## src/rtl/hamming_pkg.sv

```systemverilog
// Shared types and constants for the serial Hamming(7,4) receiver.
package hamming_pkg;

    localparam int POS_W  = 3;
    localparam int CW_LEN = 7;

    typedef enum logic {
        HUNT  = 1'b0,
        SHIFT = 1'b1
    } rx_state_t;

    // Bit i of the codeword carries position i+1; the syndrome names the failing position.
    function automatic logic [2:0] syndrome_of(input logic [CW_LEN-1:0] code);
        logic s1;
        logic s2;
        logic s4;
        s1 = code[0] ^ code[2] ^ code[4] ^ code[6];
        s2 = code[1] ^ code[2] ^ code[5] ^ code[6];
        s4 = code[3] ^ code[4] ^ code[5] ^ code[6];
        return {s4, s2, s1};
    endfunction

endpackage

```

## src/rtl/hamming_syndrome_correct.sv

```systemverilog
// Combinational single-error correction of one 7-bit Hamming codeword.
module hamming_syndrome_correct
    import hamming_pkg::*;
(
    input  logic [CW_LEN-1:0] code,
    output logic [3:0]        data,
    output logic              err
);

    logic [2:0]        syn;
    logic [2:0]        flip_idx;
    logic [CW_LEN-1:0] fixed;

    always_comb begin
        syn      = syndrome_of(code);
        flip_idx = syn - 3'd1;
        fixed    = code;
        err      = 1'b0;
        if (syn != 3'd0) begin
            fixed[flip_idx] = ~code[flip_idx];
            err             = 1'b1;
        end
        data = {fixed[6], fixed[5], fixed[4], fixed[2]};
    end

endmodule

```

## src/rtl/hamming_serial_rx.sv

```systemverilog
// Serial Hamming(7,4) receiver with one-entry output register.
// Define HAMMING_ERR_CNT_EN to build the saturating corrected-error counter.
module hamming_serial_rx
    import hamming_pkg::*;
#(
    parameter int CNT_W = 8
)
(
    input  logic             clk,
    input  logic             rst_n,
    input  logic             bit_in,
    input  logic             bit_valid,
    input  logic             start,
    input  logic             out_ready,
    input  logic             cnt_clr,
    output logic [3:0]       data_out,
    output logic             data_valid,
    output logic             err_corr,
    output logic             overrun,
    output logic [CNT_W-1:0] err_cnt
);

    rx_state_t         state;
    rx_state_t         state_nxt;
    logic [POS_W-1:0]  pos;
    logic [POS_W-1:0]  pos_nxt;
    logic              wr_en;
    logic [POS_W-1:0]  wr_idx;
    logic              complete;
    logic [CW_LEN-2:0] partial;
    logic [CW_LEN-1:0] full_code;
    logic [3:0]        corr_data;
    logic              corr_err;
    logic              load;

    always_ff @(posedge clk or negedge rst_n) begin
        if (!rst_n) begin
            state <= HUNT;
            pos   <= '0;
        end else begin
            state <= state_nxt;
            pos   <= pos_nxt;
        end
    end

    // pos is the zero-based index of the next expected position; a start always restarts at position 1.
    always_comb begin
        state_nxt = state;
        pos_nxt   = pos;
        wr_en     = 1'b0;
        wr_idx    = pos;
        complete  = 1'b0;
        case (state)
            HUNT: begin
                if (bit_valid && start) begin
                    wr_en     = 1'b1;
                    wr_idx    = '0;
                    pos_nxt   = POS_W'(1);
                    state_nxt = SHIFT;
                end
            end
            SHIFT: begin
                if (bit_valid) begin
                    if (start) begin
                        wr_en   = 1'b1;
                        wr_idx  = '0;
                        pos_nxt = POS_W'(1);
                    end else if (pos == POS_W'(CW_LEN - 1)) begin
                        complete = 1'b1;
                        pos_nxt  = '0;
                    end else begin
                        wr_en   = 1'b1;
                        wr_idx  = pos;
                        pos_nxt = pos + POS_W'(1);
                    end
                end
            end
            default: begin
                state_nxt = HUNT;
                pos_nxt   = '0;
            end
        endcase
    end

    always_ff @(posedge clk or negedge rst_n) begin
        if (!rst_n) begin
            partial <= '0;
        end else if (wr_en) begin
            partial[wr_idx] <= bit_in;
        end
    end

    // Position 7 is decoded straight off the wire so the nibble registers on its accept edge.
    assign full_code = {bit_in, partial};

    hamming_syndrome_correct u_correct (
        .code (full_code),
        .data (corr_data),
        .err  (corr_err)
    );

    assign load = complete && (!data_valid || out_ready);

    always_ff @(posedge clk or negedge rst_n) begin
        if (!rst_n) begin
            data_out   <= '0;
            err_corr   <= 1'b0;
            data_valid <= 1'b0;
            overrun    <= 1'b0;
        end else begin
            if (load) begin
                data_out   <= corr_data;
                err_corr   <= corr_err;
                data_valid <= 1'b1;
            end else if (out_ready) begin
                data_valid <= 1'b0;
            end
            if (complete && !load) begin
                overrun <= 1'b1;
            end
        end
    end

`ifdef HAMMING_ERR_CNT_EN
    always_ff @(posedge clk or negedge rst_n) begin
        if (!rst_n) begin
            err_cnt <= '0;
        end else if (cnt_clr) begin
            err_cnt <= '0;
        end else if (load && corr_err && (err_cnt != {CNT_W{1'b1}})) begin
            err_cnt <= err_cnt + CNT_W'(1);
        end
    end
`else
    logic cnt_clr_unused;
    assign cnt_clr_unused = cnt_clr;
    assign err_cnt        = '0;
`endif

endmodule

```

## config.mk

```make
export PLATFORM = sky130hd
export DESIGN_NAME = hamming_serial_rx
export DESIGN_NICKNAME = d
export VERILOG_FILES = /design/src/rtl/hamming_pkg.sv /design/src/rtl/hamming_syndrome_correct.sv /design/src/rtl/hamming_serial_rx.sv
export SDC_FILE = /design/constraint.sdc
export NUM_CORES = 1
export LEC_CHECK = 0
export ABC_AREA = 1
export BUFFER_PORTS_ARGS = -buffer_cell sky130_fd_sc_hd__buf_4
export CAP_MARGIN = 25
export CORE_ASPECT_RATIO = 2
export CORE_MARGIN = 8
export CORE_UTILIZATION = 42
export DETAILED_ROUTE_END_ITERATION = 6
export PLACE_DENSITY_LB_ADDON = 0.1
export SETUP_SLACK_MARGIN = 0.02
export SLEW_MARGIN = 20
export SYNTH_ARGS = -nofsm -noshare
export SYNTH_HDL_FRONTEND = slang
export SYNTH_SLANG_ARGS = --single-unit
export TNS_END_PERCENT = 10
```

## constraint.sdc

```tcl
create_clock -name clk -period 2.8 [get_ports clk]
set_input_delay 0.56 -clock clk [delete_from_list [all_inputs] [get_ports clk]]
set_output_delay 0.56 -clock clk [all_outputs]
set_load 0.01 [all_outputs]
```

==> reports/qor.yml, run 1 <==
clock_network:
  cts_root_buf: "clkbuf_8"
  hold_buffers: 0
  clk_path_buf_depth: 2
  clkSinkCount: 17
  htreeDepth: 1
  cts_setup_buffers: 0
  clk_latency_ps: 240
  clk_pin_slew_ps: 60
  cts_resized: 0
  tritoncts: "built"
  numCtsBuffers: 3
floorplanning:
  core_sq_um: 2670
  die-area_sq_um: 4770
  fp.dieH_um: 90.0
  dieWidth_um: 53.0
  row_count: 27
  io_pins: 22
  start_util_pct: 43.1
place:
  placed_area_sq_um: 1230
  dp_hpwl_um: 1830
  portBuffers: 12
  pre_cts_slack_ps: 491
  dpl.cell_count: 189
  place_congestion: 0.840
critical_path:
  path_class: "reg -> reg"
  r2r_end: "data_out[0]"
  crit_path_end_kind: "flip-flop"
  timing.reg2reg.setup_slack_ps: 500
  cp-start-kind: "flip-flop"
  cp-endpoint: "data_out[0]"
  crit_path_max_fanout: 7
  crit_path_start: "partial[4]"
  r2r-start: "partial[4]"
  worstRegToRegCells: 12
  cp.arrival_ps: 2490
  crit_required_ps: 2990
timing:
  slew_violations: 0
  finalCritPeriodShare_pct: 82.3
  grt_setup_unrepaired: "no"
  fin_skew_ps: 0.992
  fmax_ghz: 0.434
  hold_violations: 0
  setup_tns_ps: 0
  period_needed_ps: 2300
  fin_ws_ps: 496
  setup_violations: 0
synth:
  synth_xor_area_share_pct: 3.04
  synth.distinct_cells: 31
  ys_seq_area_share_pct: 37.0
  synth-seq-cells: 17
  synth_area_per_cell_sq_um: 7.67
  synth_top_cell_by_area: "dfrtp_1"
  synth_top_family_by_area: "simple AND/OR/NAND/NOR gates"
  synth_compound_area_share_pct: 11.0
  synth_fa_ha_area_share_pct: 2.17
  yosys_warnings: 0
  synthSimpleGateAreaFrac_pct: 35.4
  synthTopCellsByArea: "dfrtp_1 (37%), nand2_1 (15%), buf_4 (5.2%), nand2_2 (4.3%), nand3_1 (4.3%)"
  yosysTopAreaCellShare_pct: 37.0
  syn_area_sq_um: 1150
  muxShareOfSynthArea_pct: 0
  postSynthCellCount: 150
worst_hold_path:
  min_path_type: "in -> async"
drt:
  drc: 0
  dr.pass1.iters: 4
  routed_via_density: 4.87
  drt_iter0_drc: 13
  routed_wl_um: 2250
  wl_per_cell_um: 11.7
  num_vias: 940
  ant_nets: 0
run_status:
  status: "finished clean"
global_routing:
  grt_overflow: 0
  grt.total_usage_pct: 10.5
  antenna_found_initial: 0
  grt_pass1_vias: 953
  grt_max_degree: 18
  grt_pass1_wl_um: 4090
finish:
  syn_to_final_growth_pct: 11.0
  num_antenna_cells: 0
  drive_gt1_share_pct: 21.3
  fin_cells: 193
  layout.nets: 174
  stdcell_area_sq_um: 1280
power_and_ir_drop:
  p_leak_uw: 0.000685
  vdd_drop_max_mv: 0.553
  power_density_nw_per_um2: 1150
  total_power_uw: 1470
job:
  maxCapViolations: 0
-- sequential cells by signal, summed over array words and instances, names as in the netlist --
register / count
data_out: 4
data_valid: 1
err_corr: 1
overrun: 1
partial: 6
pos: 3
state: 1
-- metrics by stage --
step / hold slack [ps] / utilization, %
after global placement: 439 / 46.2
final: 169 / 47.9
after global routing: 185 / 47.9
after detailed placement: 445 / 46.2
after CTS: 177 / 47.9
after floorplan: 264 / -
-- synthesized netlist by cell type (all sizes together) --
cell type	instances
a31oi	2
xor2	2
nor4	1
o21ai	10
dfrtp	17
nand2	54
nor3	5
o22ai	1
inv	15
o32ai	1
nand3	13
conb	1
ha	2
a21oi	4
nand3b	1
a21o	1
xnor2	2
nor2	5
or2	2
buf	9
o21ba	2
-- kinds of logic after synthesis --
| group | Yosys count |
|---|---|
| and+or+nand+nor | 81 |
| DFF | 17 |
| adders and majority gates | 2 |
| AOI/OAI and AO/OA | 21 |
| other | 1 |
| buffers and inverters | 24 |
| xor gates and xnor gates | 4 |
-- placed cells by master, fill, tap and decap left out, types with 2 or more instances in the layout --
cell type   n
nor3_2      2
xnor2_1     2
o21ba_1     2
o21ai_0     9
clkbuf_8    3
inv_2       2
nand3_2     2
xor2_1      2
ha_1        2
nand2_1    45
inv_1      13
nand2_2     8
buf_4      12
a31oi_1     2
a21oi_1     4
dfrtp_1    17
nor2_1      4
nand3_1    10
conb_1      8
nor3_1      3
-- worst min-delay path by stage --
stage / from / to / slack [ps] / cells after the start
global route: rst_n / pos[1] / 190 / 1
global placement: rst_n / pos[2] / 440 / 1
detailed placement: rst_n / pos[1] / 450 / 1
finish: rst_n / pos[1] / 170 / 1
CTS: rst_n / pos[1] / 180 / 1
floorplan: rst_n / data_out[0] / 260 / 0
-- layout make-up --
| type | count | area (sq um) |
|---|---|---|
| Clock buffer | 4 | 45.0 |
| Timing Repair Buffer | 12 | 90.1 |
| Fill cell | 297 | 1390 |
| Tap cell | 29 | 36.3 |
| Sequential cell | 17 | 425 |
| Multi-Input combinational cell | 116 | 624 |
| Inverter | 15 | 56.3 |
-- per-layer routing --
layer  up-vias  GRT usage, %  routed length (um)
met5         -             0                   0
met4         0          4.57                  23
met3         2          1.98                  81
met2        12          16.7                1130
met1       427          12.9                1020
li1        499             -                   -
-- report_power, final --
| group | internal (uW) | switching, uW | leakage (uW) |
|---|---|---|---|
| clock network | 101 | 75.6 | 0.0000228 |
| logic | 348 | 577 | 0.000446 |
| registers | 303 | 65.1 | 0.000217 |
| total | 751 | 717 | 0.000685 |
-- worst max-delay path, cell delays in order, from the launching register on --
cell	delay, ps
dfrtp_1	450
xnor2_1	210
xor2_1	170
ha_1	330
nand2_2	130
inv_1	50
ha_1	360
inv_1	80
nor3_2	180
inv_1	60
a21oi_1	120
nand2_1	70
nand2_1	50
Note: power is estimated with default switching activity, not from simulation.
==> inputs of run 2 (changes only) <==
Clock period 2.8 ns to 2.2 ns, I/O delays scaled along.
==> reports/qor.yml, run 2 (synthesis results as in run 1) <==
timing:
  hold_violations: 0  # unchanged
  grt_setup_unrepaired: "yes"  # was no
  setup_violations: 0  # unchanged
  finalCritPeriodShare_pct: 91.7  # was 82.3%
  fin_skew_ps: 1.50  # was 0.992 ps
  fin_ws_ps: 183  # was 496 ps
  holdWs_ps: 47.5  # was 169 ps
  slew_violations: 0  # unchanged
  fmax_ghz: 0.496  # was 0.434 GHz
  period_needed_ps: 2020  # was 2300 ps
  setup_tns_ps: 0  # unchanged
drt:
  dr.pass1.iters: 4  # unchanged
  routed_wl_um: 2320  # was 2250 um
  ant_nets: 0  # unchanged
  drt_iter0_drc: 25  # was 13
  drc: 0  # unchanged
  wl_per_cell_um: 11.8  # was 11.7 um
  routed_via_density: 4.91  # was 4.87
  num_vias: 962  # was 940
critical_path:
  critPathMostFrequentCell: "inv_2"  # was inv_1
  crit_path_end_kind: "flip-flop"  # unchanged
  crit_path_max_fanout: 5  # was 7
  slowest_delay_ps: 400  # was 450 ps
  path_class: "reg -> reg"  # unchanged
  cp.arrival_ps: 2200  # was 2490 ps
  critical-path-top-delay-family: "adder cells"  # unchanged
  worstRegToRegCells: 12  # unchanged
  r2r-start: "partial[0]"  # was partial[4]
  path_buf_inv: 3  # unchanged
  timing.reg2reg.setup_slack_ps: 180  # was 500 ps
  r2r_end: "data_out[0]"  # unchanged
  critical_path.slowest_cell: "dfrtp_1"  # unchanged
  cp-start-kind: "flip-flop"  # unchanged
  crit_path_start: "partial[0]"  # was partial[4]
  crit_required_ps: 2390  # was 2990 ps
  crit_path_cell_trace: "xnor2_1 > xor2_1 > ha_1 > nand2_2 > inv_2 > ha_4 > inv_2 > nor3_4 > inv_2 > a21oi_2 > nand2_1 > nand2_1"  # was xnor2_1 > xor2_1 > ha_1 > nand2_2 > inv_1 > ha_1 > inv_1 > nor3_2 > inv_1 > a21oi_1 > nand2_1 > nand2_1
clock_network:
  clk_pin_slew_ps: 60  # about the same
  clk_latency_ps: 240  # about the same
  tritoncts: "built"  # unchanged
  clkSinkCount: 17  # unchanged
  numCtsBuffers: 3  # unchanged
  htreeDepth: 1  # unchanged
  clk_path_buf_depth: 2  # unchanged
  cts_root_buf: "clkbuf_8"  # unchanged
finish:
  final_common_cell: "nand2_1"  # unchanged
  layout.nets: 177  # was 174
  top_regs: "partial (6), data_out (4), pos (3)"  # unchanged
  regMostFlops: "partial"  # unchanged
  largest_reg_flops: 6  # unchanged
  drive_gt1_share_pct: 26.3  # was 21.3%
  num_antenna_cells: 0  # unchanged
  syn_to_final_growth_pct: 15.5  # was 11.0%
  layout_common_cells: "nand2_1 (45), dfrtp_1 (17), buf_4 (14)"  # was nand2_1 (45), dfrtp_1 (17), inv_1 (13)
run_status:
  status: "finished clean"  # unchanged
floorplanning:
  row_count: 27  # unchanged
  die-area_sq_um: 4770  # unchanged
  io_pins: 22  # unchanged
  fp.dieH_um: 90.0  # unchanged
  start_util_pct: 43.1  # unchanged
  core_sq_um: 2670  # unchanged
  dieWidth_um: 53.0  # unchanged
place:
  portBuffers: 12  # unchanged
  dp_hpwl_um: 1860  # was 1830 um
  place_congestion: 0.817  # was 0.840
  pre_cts_slack_ps: 52.3  # was 491 ps
global_routing:
  grt.total_usage_pct: 10.6  # was 10.5%
  grt_overflow: 0  # unchanged
  grt_pass1_wl_um: 4070  # was 4090 um
  grt_max_degree: 18  # unchanged
  grt_pass1_vias: 963  # was 953
  antenna_found_initial: 0  # unchanged
power_and_ir_drop:
  vdd_drop_max_mv: 0.790  # was 0.553 mV
  power_density_nw_per_um2: 1600  # was 1150 nW/um^2
  p_leak_uw: 0.000691  # was 0.000685 uW
job:
  maxCapViolations: 0  # unchanged
worst_hold_path:
  min_path_type: "in -> async"  # unchanged
## run 2: changes by cell type in the layout (fill, tap and decap cells not counted), sizes merged
cell,before,now
clkinvlp,0,1
inv,15,14
buf,12,15
## run 2: stage by stage
stage                     instance area [sq um]  cells  utilization [%]  total power, uW
after CTS                                  1290    195             48.4             1940
after floorplan                            1180    157                -             1440
after global placement                     1250    191             46.7             1700
final                                      1330    196             49.8             2130
after detailed placement                   1250    191             46.7             1700
after global routing                       1330    196             49.8             2350
## run 2: per-layer routing
layer	up-vias	global-route usage [%]	share of wire [%]
met5	-	0	0
met2	10	17.0	51
met1	442	12.9	45
met4	0	4.57	1.1
li1	508	-	-
met3	2	1.98	2.7
## run 2: how the worst max path moves through the flow
stage          depth (start not counted)     endpoint
2_1_floorplan                         12  data_out[0]
3_3_place_gp                          12  data_out[0]
3_5_place_dp                          12  data_out[0]
4_1_cts                               12  data_out[0]
5_1_grt                               12  data_out[0]
6_report                              12  data_out[0]
## run 2: power by group
part	leakage (uW)	switching, uW	internal (uW)
Combinational	0.000452	860	588
Clock	0.0000228	95.8	128
Sequential	0.000217	70.7	385
## run 2: final cells by class
| class | instances | area [sq um] |
|---|---|---|
| Fill cell | 273 | 1340 |
| Tap cell | 29 | 36.3 |
| Multi-Input combinational cell | 116 | 647 |
| Inverter | 15 | 60.1 |
| Clock buffer | 4 | 45.0 |
| Sequential cell | 17 | 425 |
| Timing Repair Buffer | 15 | 116 |
## run 2: what timing repair did
action,CTS,global route
endpoints found under the setup margin,0,4
hold buffers,0,0
buffers inserted,0,1
resized for setup,0,9
